`src/rtl/envelope_sequencer.sv`:
```
// envelope_sequencer: per-note ADSR gain sequencer with a two-stage gain multiply.
// The gain moves one step per in_ready strobe through Idle/Attack/Decay/Sustain/Release.
// Each incoming sample is scaled by the gain held before that strobe's step.
module envelope_sequencer #(
    parameter logic [15:0] GAIN_MAX = 16'hFFFF,
    parameter int          LATENCY  = 2
) (
    input  logic        clk,
    input  logic        reset,
    input  logic        note_on,
    input  logic        note_off,
    input  logic [15:0] attack_rate,
    input  logic [15:0] decay_rate,
    input  logic [15:0] sustain_level,
    input  logic [15:0] release_rate,
    input  logic [15:0] sample_in,
    input  logic        in_ready,
    output logic [15:0] sample_out,
    output logic        out_valid,
    output logic [15:0] gain,
    output logic [2:0]  env_state,
    output logic        active
);

    localparam logic [2:0] IDLE    = 3'd0;
    localparam logic [2:0] ATTACK  = 3'd1;
    localparam logic [2:0] DECAY   = 3'd2;
    localparam logic [2:0] SUSTAIN = 3'd3;
    localparam logic [2:0] RELEASE = 3'd4;

    logic [2:0]         state_q, state_d;
    logic [15:0]        gain_q, gain_d;
    logic [15:0]        att_q, att_d;
    logic [15:0]        dec_q, dec_d;
    logic [15:0]        sus_q, sus_d;
    logic [15:0]        rel_q, rel_d;
    logic signed [32:0] prod_p1_q, prod_p1_d;
    logic signed [15:0] out_p2_q, out_p2_d;
    logic [LATENCY-1:0] vld_q, vld_d;

    // Attack step: 17-bit sum clipped at the peak; a zero rate jumps straight to the peak.
    function automatic logic [15:0] sat_add(input logic [15:0] g, input logic [15:0] a);
        logic [16:0] s;
        s = {1'b0, g} + {1'b0, a};
        if (a == 16'd0 || s >= {1'b0, GAIN_MAX})
            return GAIN_MAX;
        return s[15:0];
    endfunction

    // Decay/release step: max(g - d, floor); a zero rate jumps straight to the floor.
    function automatic logic [15:0] floor_sub(input logic [15:0] g, input logic [15:0] d,
                                              input logic [15:0] floor_v);
        if (d == 16'd0 || g <= floor_v || (g - floor_v) <= d)
            return floor_v;
        return g - d;
    endfunction

    // Signed sample times unsigned Q0.16 gain, carried as 33-bit signed.
    function automatic logic signed [32:0] mul_gain(input logic signed [15:0] s,
                                                    input logic [15:0] g);
        logic signed [32:0] se;
        logic signed [32:0] ge;
        se = {{17{s[15]}}, s};
        ge = {17'd0, g};
        return se * ge;
    endfunction

    // Drop the Q0.16 fraction; arithmetic shift floors toward minus infinity.
    function automatic logic signed [15:0] trunc_q16(input logic signed [32:0] p);
        return 16'(p >>> 16);
    endfunction

    // Envelope control: note events take priority and suppress that cycle's gain step.
    always_comb begin
        state_d = state_q;
        gain_d  = gain_q;
        att_d   = att_q;
        dec_d   = dec_q;
        sus_d   = sus_q;
        rel_d   = rel_q;
        if (note_on) begin
            state_d = ATTACK;
            att_d   = attack_rate;
            dec_d   = decay_rate;
            sus_d   = sustain_level;
        end else if (note_off && (state_q == ATTACK || state_q == DECAY || state_q == SUSTAIN)) begin
            state_d = RELEASE;
            rel_d   = release_rate;
        end else if (in_ready) begin
            case (state_q)
                ATTACK: begin
                    gain_d = sat_add(gain_q, att_q);
                    if (gain_d == GAIN_MAX)
                        state_d = DECAY;
                end
                DECAY: begin
                    gain_d = floor_sub(gain_q, dec_q, sus_q);
                    if (gain_d == sus_q)
                        state_d = SUSTAIN;
                end
                RELEASE: begin
                    gain_d = floor_sub(gain_q, rel_q, 16'd0);
                    if (gain_d == 16'd0)
                        state_d = IDLE;
                end
                default: begin
                    gain_d = gain_q;
                end
            endcase
        end
    end

    // Multiply pipeline: stage 1 forms the product, stage 2 truncates to the output sample.
    always_comb begin
        prod_p1_d = prod_p1_q;
        out_p2_d  = out_p2_q;
        vld_d     = {vld_q[LATENCY-2:0], in_ready};
        if (in_ready)
            prod_p1_d = mul_gain(sample_in, gain_q);
        if (vld_q[0])
            out_p2_d = trunc_q16(prod_p1_q);
    end

    // State, latched rates and pipeline registers; reset clears everything in flight.
    always_ff @(posedge clk or negedge reset) begin
        if (!reset) begin
            state_q   <= IDLE;
            gain_q    <= 16'd0;
            att_q     <= 16'd0;
            dec_q     <= 16'd0;
            sus_q     <= 16'd0;
            rel_q     <= 16'd0;
            prod_p1_q <= '0;
            out_p2_q  <= '0;
            vld_q     <= '0;
        end else begin
            state_q   <= state_d;
            gain_q    <= gain_d;
            att_q     <= att_d;
            dec_q     <= dec_d;
            sus_q     <= sus_d;
            rel_q     <= rel_d;
            prod_p1_q <= prod_p1_d;
            out_p2_q  <= out_p2_d;
            vld_q     <= vld_d;
        end
    end

    assign sample_out = out_p2_q;
    assign out_valid  = vld_q[LATENCY-1];
    assign gain       = gain_q;
    assign env_state  = state_q;
    assign active     = (state_q != IDLE);

endmodule

```
`config.mk`:
```
export PLATFORM = sky130hd
export DESIGN_NAME = envelope_sequencer
export DESIGN_NICKNAME = d
export VERILOG_FILES = /design/src/rtl/envelope_sequencer.sv
export SDC_FILE = /design/constraint.sdc
export NUM_CORES = 1
export LEC_CHECK = 0
export CAP_MARGIN = 30
export CORE_MARGIN = 2
export CORE_UTILIZATION = 53
export DETAILED_ROUTE_END_ITERATION = 10
export HOLD_SLACK_MARGIN = 0.1
export PLACE_DENSITY_LB_ADDON = 0.15
export SETUP_SLACK_MARGIN = 0.1
export SLEW_MARGIN = 30
export SYNTH_ARGS = -nofsm -noshare
export SYNTH_HDL_FRONTEND = slang
export SYNTH_SLANG_ARGS = --single-unit
export TNS_END_PERCENT = 1
```
`constraint.sdc`:
```
create_clock -name clk -period 15.5 [get_ports clk]
set_input_delay 3.1 -clock clk [delete_from_list [all_inputs] [get_ports clk]]
set_output_delay 3.1 -clock clk [all_outputs]
set_load 0.02 [all_outputs]
```
==> report_table.html, run 1 <==
<table>
<tr><th>Metric</th><th>Value</th></tr>
<tr><th colspan="2">Status</th></tr>
<tr><td>Outcome</td><td>finished, final reports clean</td></tr>
<tr><th colspan="2">Synthesis</th></tr>
<tr><td>Main synth FF type</td><td>sky130_fd_sc_hd__dfrtp_1</td></tr>
<tr><td>Flip-flop and latch count after synthesis</td><td>117</td></tr>
<tr><td>Net count after synthesis</td><td>2481</td></tr>
<tr><td>Yosys Warn Count</td><td>0</td></tr>
<tr><td>Cell area after technology mapping</td><td>0.0174 mm^2</td></tr>
<tr><td>Proportion of synthesized flip-flops having asynchronous set or reset</td><td>100%</td></tr>
<tr><td>Cell count after synthesis</td><td>2006</td></tr>
<tr><td>Netlist cell types</td><td>73</td></tr>
<tr><td>Share of synthesized area occupied by flip-flops and latches</td><td>16.8%</td></tr>
<tr><td>Average footprint of a synthesized cell</td><td>8.69 um^2</td></tr>
<tr><td>Number of synthesized flops with an enable pin</td><td>0</td></tr>
<tr><th colspan="2">STA</th></tr>
<tr><td>Final-report hold violation count</td><td>0</td></tr>
<tr><td>Final setup TNS</td><td>0 ns</td></tr>
<tr><td>Final setup violation count</td><td>0</td></tr>
<tr><td>Final period demand of the worst path</td><td>9.51 ns</td></tr>
<tr><td>Setup repair after global routing missed its margin</td><td>no</td></tr>
<tr><td>Number of max-slew violations in the final report</td><td>0</td></tr>
<tr><td>Final setup skew</td><td>0.00922 ns</td></tr>
<tr><td>Worst Tran Pin Value</td><td>0.900 ns</td></tr>
<tr><td>Worst slew slack as a fraction of its limit</td><td>40.0%</td></tr>
<tr><td>Fmax achieved</td><td>105 MHz</td></tr>
<tr><td>Share of the clock period used by the worst path after layout</td><td>61.4%</td></tr>
<tr><th colspan="2">Worst setup path</th></tr>
<tr><td>CP arrival</td><td>9.84 ns</td></tr>
<tr><td>Required time of the critical path</td><td>15.83 ns</td></tr>
<tr><td>CP bufs+invs</td><td>3</td></tr>
<tr><td>Cell breakdown of the critical path</td><td>clkdlybuf4s50_1, and2_1, fa_1, inv_1, fa_1, fa_1, fa_1, inv_1, fa_1, fa_1, ha_1, a21o_1, a21o_1, a21oi_1, o2111a_1, o21ai_0, and3_1, a31oi_1, a211o_1, xnor2_1, mux2_2</td></tr>
<tr><td>Critical path launch point type</td><td>input port</td></tr>
<tr><td>Most frequent cell on the critical path</td><td>sky130_fd_sc_hd__fa_1</td></tr>
<tr><td>R2R depth</td><td>22</td></tr>
<tr><td>Worst flop-to-flop path startpoint</td><td>gain[0]</td></tr>
<tr><td>Largest stage delay on the critical path</td><td>0.75 ns</td></tr>
<tr><td>Critical path peak fanout</td><td>16</td></tr>
<tr><td>Slowest cell on crit path</td><td>sky130_fd_sc_hd__clkdlybuf4s50_1</td></tr>
<tr><td>Reg2Reg Setup Slack</td><td>8.47 ns</td></tr>
<tr><td>Critical path endpoint category</td><td>flip-flop</td></tr>
<tr><td>FF-to-FF End</td><td>prod_p1_q[31]</td></tr>
<tr><td>Crit Path Category</td><td>in -&gt; reg</td></tr>
<tr><td>Family of cells with the greatest summed delay on the critical path</td><td>adder cells</td></tr>
<tr><th colspan="2">Route</th></tr>
<tr><td>Antenna viol nets, final</td><td>0</td></tr>
<tr><td>Number of design rule violations left after detail routing</td><td>0</td></tr>
<tr><td>Total number of vias</td><td>14500</td></tr>
<tr><td>Iteration count of the initial detailed-routing pass</td><td>5</td></tr>
<tr><td>Sum of routed wire length over all layers</td><td>47.5 mm</td></tr>
<tr><td>Number of violations reported at the end of detailed-routing iteration 0</td><td>1018</td></tr>
<tr><td>Final routed wire length divided by cell count</td><td>18.7 um</td></tr>
<tr><td>Via-to-Cell Ratio</td><td>5.70</td></tr>
<tr><th colspan="2">Floorplanning</th></tr>
<tr><td>Die X-Extent</td><td>185 um</td></tr>
<tr><td>Die ar.</td><td>0.0344 mm^2</td></tr>
<tr><td>Boundary Pins</td><td>122</td></tr>
<tr><td>Initial core utilization</td><td>53.7%</td></tr>
<tr><td>Total number of placement rows</td><td>66</td></tr>
<tr><td>Core Box Area</td><td>0.0325 mm^2</td></tr>
<tr><td>Die height</td><td>185 um</td></tr>
<tr><th colspan="2">Run</th></tr>
<tr><td>Max-capacitance violation count</td><td>0</td></tr>
<tr><th colspan="2">Final layout</th></tr>
<tr><td>Most common cell after layout, fill and taps aside</td><td>sky130_fd_sc_hd__inv_1</td></tr>
<tr><td>Non-filler instance count after layout</td><td>2543</td></tr>
<tr><td>Layout cell share with drive strength beyond 1</td><td>5.90%</td></tr>
<tr><td>Layout fillers</td><td>2840</td></tr>
<tr><td>Count of antenna diodes in the layout</td><td>0</td></tr>
<tr><td>Cell area after layout</td><td>0.0197 mm^2</td></tr>
<tr><td>Combined flip-flop and latch cell area</td><td>0.00293 mm^2</td></tr>
<tr><td>Total number of nets in the final design</td><td>2563</td></tr>
<tr><td>Footprint of the multi-input gates</td><td>0.0130 mm^2</td></tr>
<tr><td>Post-synthesis to final-layout area growth</td><td>12.9%</td></tr>
<tr><td>Most frequent cells in the layout</td><td>sky130_fd_sc_hd__inv_1 (326), sky130_fd_sc_hd__nand2_1 (221), sky130_fd_sc_hd__fa_1 (197)</td></tr>
<tr><th colspan="2">Global route</th></tr>
<tr><td>GR Util All Layers</td><td>28.6%</td></tr>
<tr><td>Largest net degree at the start of global routing</td><td>85</td></tr>
<tr><td>Antenna violations before repair</td><td>0</td></tr>
<tr><td>First-pass GRT wire length</td><td>75.4 mm</td></tr>
<tr><td>Number of global-route vias before repair</td><td>14100</td></tr>
<tr><td>Total global routing overflow</td><td>0</td></tr>
<tr><th colspan="2">Clock tree</th></tr>
<tr><td>Master cell of the clock root buffer</td><td>sky130_fd_sc_hd__clkbuf_16</td></tr>
<tr><td>CTS Sinks</td><td>117</td></tr>
<tr><td>Worst-path clk slew</td><td>0.06 ns</td></tr>
<tr><td>TritonCTS clock tree</td><td>done</td></tr>
<tr><td>Postcts setup bufs</td><td>0</td></tr>
<tr><td>Maximum clock insertion buffer count</td><td>2</td></tr>
<tr><td>Number of H-tree levels</td><td>4</td></tr>
<tr><td>Number of hold-repair buffers added at the cts stage</td><td>0</td></tr>
<tr><td>TritonCTS buffer count</td><td>17</td></tr>
<tr><td>Count of instances resized after the clock tree is built</td><td>0</td></tr>
<tr><td>Clock latency reported for the late side of the worst-skew pair</td><td>0.44 ns</td></tr>
<tr><th colspan="2">Worst hold path</th></tr>
<tr><td>Hold path start</td><td>prod_p1_q[19]</td></tr>
<tr><td>Sink of the worst hold path</td><td>prod_p1_q[19]</td></tr>
<tr><td>Hold WC Path Type</td><td>reg -&gt; reg</td></tr>
<tr><td>Hold Path Stages</td><td>2</td></tr>
<tr><th colspan="2">Placed design</th></tr>
<tr><td>IO buf count</td><td>121</td></tr>
<tr><td>Post-Place Cells</td><td>2511</td></tr>
<tr><td>Routability congestion estimate from global placement</td><td>0.935</td></tr>
<tr><td>Cell area after placement</td><td>0.0191 mm^2</td></tr>
<tr><td>Placed wire-length estimate</td><td>37.3 mm</td></tr>
</table>
==> logic make-up (layout without fill, tap and decap cells) <==
logic type	count (synthesis)	count (layout)	synth area share (%)
simple gates	616	616	17.6
buf+inv	404	499	8.72
fa+ha+maj	390	390	36.5
compound gates	346	346	13.0
flops	117	117	16.8
xor+xnor	74	74	3.72
mux	59	59	3.75
==> final cells by class <==
class,count,area share (%)
Sequential cell,117,14.9
Multi-Input combinational cell,1485,66.1
Timing Repair Buffer,140,6.86
Tap cell,442,2.81
Clock buffer,17,2.16
Clock inverter,15,0.985
Inverter,327,6.24
==> metrics by stage <==
step	util, %	hold WS (ns)	setup WS (ns)
after floorplan	-	0.352	6.79
after global placement	58.7	0.468	5.81
after detailed placement	58.7	0.471	5.61
after CTS	60.6	0.486	6.07
after global routing	60.7	0.511	5.61
final	60.7	0.485	5.99
==> flip-flops by register name, summed over array words and instances, names as in the netlist <==
signal      cells
rel_q          16
sus_q          16
sample_out     16
vld_q           2
dec_q          16
env_state       3
prod_p1_q      16
att_q          16
gain           16
==> worst max-delay path by stage <==
stage | from | to | cells past startpoint
6_report | sample_in[4] | prod_p1_q[28] | 21
5_1_grt | sample_in[15] | prod_p1_q[24] | 22
2_1_floorplan | sample_in[15] | prod_p1_q[31] | 22
3_5_place_dp | sample_in[15] | prod_p1_q[31] | 22
4_1_cts | sample_in[15] | prod_p1_q[24] | 22
3_3_place_gp | sample_in[15] | prod_p1_q[31] | 22
==> metal layers <==
metal	global-route usage [%]	share of wire, %	vias up
li1	-	-	6816
met1	40.3	44	7106
met2	45.0	46	486
met3	4.31	7.1	80
met4	9.94	2.9	0
met5	0	0	-
==> tightest hold or removal path, stage by stage (launching register included) <==
cell and delay, ns:
sky130_fd_sc_hd__dfrtp_1 0.34, sky130_fd_sc_hd__nand2_1 0.05, sky130_fd_sc_hd__o21ai_0 0.06
==> Yosys cell counts (29+ instances only) <==
master | n | share of area, %
sky130_fd_sc_hd__inv_1 | 326 | 7.0
sky130_fd_sc_hd__nand2_1 | 221 | 4.8
sky130_fd_sc_hd__fa_1 | 197 | 23
sky130_fd_sc_hd__ha_1 | 193 | 14
sky130_fd_sc_hd__and2_1 | 123 | 4.4
sky130_fd_sc_hd__dfrtp_1 | 117 | 17
sky130_fd_sc_hd__o21ai_0 | 87 | 2.5
sky130_fd_sc_hd__nor2_1 | 85 | 1.8
sky130_fd_sc_hd__a21oi_1 | 73 | 2.1
sky130_fd_sc_hd__clkbuf_1 | 70 | 1.5
sky130_fd_sc_hd__xnor2_1 | 51 | 2.6
sky130_fd_sc_hd__mux2_2 | 50 | 3.2
sky130_fd_sc_hd__a21o_1 | 29 | 1.2
sky130_fd_sc_hd__nor3_1 | 29 | 0.83
Power of run 1 is not shown: default switching activity piles up to over one toggle a cycle in this logic, so the estimate is an artifact.
==> run 2, diff against run 1 <==
==> constraint.sdc (replaced) <==
create_clock -name clk -period 9.7 [get_ports clk]
set_input_delay 1.94 -clock clk [delete_from_list [all_inputs] [get_ports clk]]
set_output_delay 1.94 -clock clk [all_outputs]
set_load 0.02 [all_outputs]
==> run 2 against run 1 <==
Cell count unchanged. Flip-flop and latch count did not move. Via count increased by 1.3%. Critical path depth unchanged. Global-route usage grew 0.66 points.
==> report_table.html, run 2 (synthesized netlist as in run 1, its figures left out) <==
<table>
<tr><th>Metric</th><th>Value</th></tr>
<tr><th colspan="2">Status</th></tr>
<tr><td>Outcome</td><td>finished, final reports clean</td></tr>
<tr><th colspan="2">Final layout</th></tr>
<tr><td>Most common cell after layout, fill and taps aside</td><td>sky130_fd_sc_hd__inv_1</td></tr>
<tr><td>Combined flip-flop and latch cell area</td><td>0.00293 mm^2</td></tr>
<tr><td>Most frequent cells in the layout</td><td>sky130_fd_sc_hd__inv_1 (326), sky130_fd_sc_hd__nand2_1 (221), sky130_fd_sc_hd__fa_1 (197)</td></tr>
<tr><td>Layout fillers</td><td>2866</td></tr>
<tr><td>Post-synthesis to final-layout area growth</td><td>12.7%</td></tr>
<tr><td>Count of antenna diodes in the layout</td><td>0</td></tr>
<tr><td>Total number of nets in the final design</td><td>2563</td></tr>
<tr><td>Non-filler instance count after layout</td><td>2543</td></tr>
<tr><td>Footprint of the multi-input gates</td><td>0.0130 mm^2</td></tr>
<tr><td>Layout cell share with drive strength beyond 1</td><td>5.95%</td></tr>
<tr><th colspan="2">STA</th></tr>
<tr><td>Final setup TNS</td><td>0 ns</td></tr>
<tr><td>Final setup skew</td><td>0.00500 ns</td></tr>
<tr><td>Worst Tran Pin Value</td><td>0.909 ns</td></tr>
<tr><td>Final setup violation count</td><td>0</td></tr>
<tr><td>Final period demand of the worst path</td><td>8.39 ns</td></tr>
<tr><td>Final-report hold violation count</td><td>0</td></tr>
<tr><td>Setup repair after global routing missed its margin</td><td>no</td></tr>
<tr><td>Worst slew slack as a fraction of its limit</td><td>39.2%</td></tr>
<tr><td>Share of the clock period used by the worst path after layout</td><td>86.5%</td></tr>
<tr><td>Fmax achieved</td><td>119 MHz</td></tr>
<tr><td>Number of max-slew violations in the final report</td><td>0</td></tr>
<tr><td>Hold_ws</td><td>0.489 ns</td></tr>
<tr><th colspan="2">Worst setup path</th></tr>
<tr><td>Worst flop-to-flop path startpoint</td><td>gain[5]</td></tr>
<tr><td>Critical path launch point type</td><td>input port</td></tr>
<tr><td>Critical path peak fanout</td><td>16</td></tr>
<tr><td>CP startpoint</td><td>sample_in[4]</td></tr>
<tr><td>Critical path endpoint category</td><td>flip-flop</td></tr>
<tr><td>Required time of the critical path</td><td>10.03 ns</td></tr>
<tr><td>Crit Path Category</td><td>in -&gt; reg</td></tr>
<tr><td>Cell breakdown of the critical path</td><td>clkdlybuf4s50_1, and2_1, fa_1, inv_1, fa_1, fa_1, fa_1, inv_1, fa_1, fa_1, ha_1, a21o_1, a21o_1, a21oi_1, o2111a_1, o21ai_0, and3_1, a31oi_1, a21oi_1, xor2_1, mux2_2</td></tr>
<tr><td>Largest stage delay on the critical path</td><td>0.72 ns</td></tr>
<tr><td>Most frequent cell on the critical path</td><td>sky130_fd_sc_hd__fa_1</td></tr>
<tr><td>Slowest cell on crit path</td><td>sky130_fd_sc_hd__clkdlybuf4s50_1</td></tr>
<tr><td>CP arrival</td><td>8.71 ns</td></tr>
<tr><th colspan="2">Global route</th></tr>
<tr><td>Met1 Usage GRT</td><td>41.4%</td></tr>
<tr><td>GR Util All Layers</td><td>29.3%</td></tr>
<tr><td>First-pass GRT wire length</td><td>77.4 mm</td></tr>
<tr><td>Gr busiest metal</td><td>met2</td></tr>
<tr><td>Total global routing overflow</td><td>0</td></tr>
<tr><td>Largest net degree at the start of global routing</td><td>85</td></tr>
<tr><td>Antenna violations before repair</td><td>0</td></tr>
<tr><td>Number of global-route vias before repair</td><td>14500</td></tr>
<tr><td>GRT met2 Usage</td><td>46.5%</td></tr>
<tr><td>GRT met3 Usage</td><td>4.15%</td></tr>
<tr><th colspan="2">Clock tree</th></tr>
<tr><td>TritonCTS clock tree</td><td>done</td></tr>
<tr><td>Postcts setup bufs</td><td>0</td></tr>
<tr><td>Maximum clock insertion buffer count</td><td>2</td></tr>
<tr><td>Count of instances resized after the clock tree is built</td><td>0</td></tr>
<tr><td>Number of H-tree levels</td><td>4</td></tr>
<tr><td>Master cell of the clock root buffer</td><td>sky130_fd_sc_hd__clkbuf_16</td></tr>
<tr><td>Number of hold-repair buffers added at the cts stage</td><td>0</td></tr>
<tr><td>Worst-path clk slew</td><td>0.06 ns</td></tr>
<tr><td>CTS Sinks</td><td>117</td></tr>
<tr><td>TritonCTS buffer count</td><td>17</td></tr>
<tr><td>Clock latency reported for the late side of the worst-skew pair</td><td>0.44 ns</td></tr>
<tr><th colspan="2">Placed design</th></tr>
<tr><td>Post-Place Cells</td><td>2511</td></tr>
<tr><td>Routability congestion estimate from global placement</td><td>0.937</td></tr>
<tr><td>Placed wire-length estimate</td><td>37.5 mm</td></tr>
<tr><td>IO buf count</td><td>121</td></tr>
<tr><th colspan="2">Floorplanning</th></tr>
<tr><td>Core Box Area</td><td>0.0325 mm^2</td></tr>
<tr><td>Boundary Pins</td><td>122</td></tr>
<tr><td>Total number of placement rows</td><td>66</td></tr>
<tr><td>Die X-Extent</td><td>185 um</td></tr>
<tr><td>Initial core utilization</td><td>53.7%</td></tr>
<tr><td>Die height</td><td>185 um</td></tr>
<tr><td>Die ar.</td><td>0.0344 mm^2</td></tr>
<tr><th colspan="2">Route</th></tr>
<tr><td>Final routed wire length divided by cell count</td><td>18.9 um</td></tr>
<tr><td>Iteration count of the initial detailed-routing pass</td><td>7</td></tr>
<tr><td>Number of violations reported at the end of detailed-routing iteration 0</td><td>1113</td></tr>
<tr><td>Total number of vias</td><td>14700</td></tr>
<tr><td>Antenna viol nets, final</td><td>0</td></tr>
<tr><td>Via-to-Cell Ratio</td><td>5.77</td></tr>
<tr><td>Sum of routed wire length over all layers</td><td>48.1 mm</td></tr>
<tr><td>Number of design rule violations left after detail routing</td><td>0</td></tr>
<tr><th colspan="2">Run</th></tr>
<tr><td>Max-capacitance violation count</td><td>0</td></tr>
<tr><th colspan="2">Worst hold path</th></tr>
<tr><td>Hold WC Path Type</td><td>reg -&gt; reg</td></tr>
<tr><td>Hold path start</td><td>prod_p1_q[19]</td></tr>
</table>
==> run 2: cell count changes in the layout (fill, tap and decap cells not counted), sizes merged <==
cell           delta
clkinv            +2
clkdlybuf4s50     -1
bufinv            -1
clkinvlp          -1
buf               +1
==> run 2: metrics by stage <==
step | area, um^2 | utilization [%] | worst slack (ns)
2_1_floorplan | 17400 | - | 2.15
3_3_place_gp | 19100 | 58.7 | 1.18
3_5_place_dp | 19100 | 58.7 | 0.995
4_1_cts | 19700 | 60.6 | 1.43
5_1_grt | 19700 | 60.6 | 0.972
6_report | 19700 | 60.6 | 1.31
==> run 2: worst max-delay path, delay by kind of cell <==
family          cells  cell delay [ns]
mux                 1             0.27
xor+xnor            1             0.18
compound gates      7             1.63
fa+ha+maj           7             3.30
simple gates        2             0.57
buf+inv             3             0.82
==> run 2: routing by layer <==
layer | part of all wire [%] | routed length, um
met2 | 46 | 22200
met5 | 0 | 0
met1 | 44 | 21200
met3 | 6.9 | 3310
met4 | 2.8 | 1340
==> run 2: layout make-up <==
cell class,instances,area share [%]
tap,442,2.81
clock inverter,15,0.866
clock buffer,17,2.16
timing repair buffer,140,6.84
multi-input combinational,1485,66.2
sequential,117,14.9
inverter,327,6.24
==> run 2: worst paths after layout <==
check,end,slack [ns],depth (start not counted)
max,prod_p1_q[27],1.31,21
min,prod_p1_q[19],0.49,2
max reg2reg,prod_p1_q[27],2.75,21
min reg2reg,prod_p1_q[19],0.49,2
max in group asynchronous,gain[6],7.09,2
min in group asynchronous,sample_out[14],1.49,1
Power of run 2 is left out for the same reason.
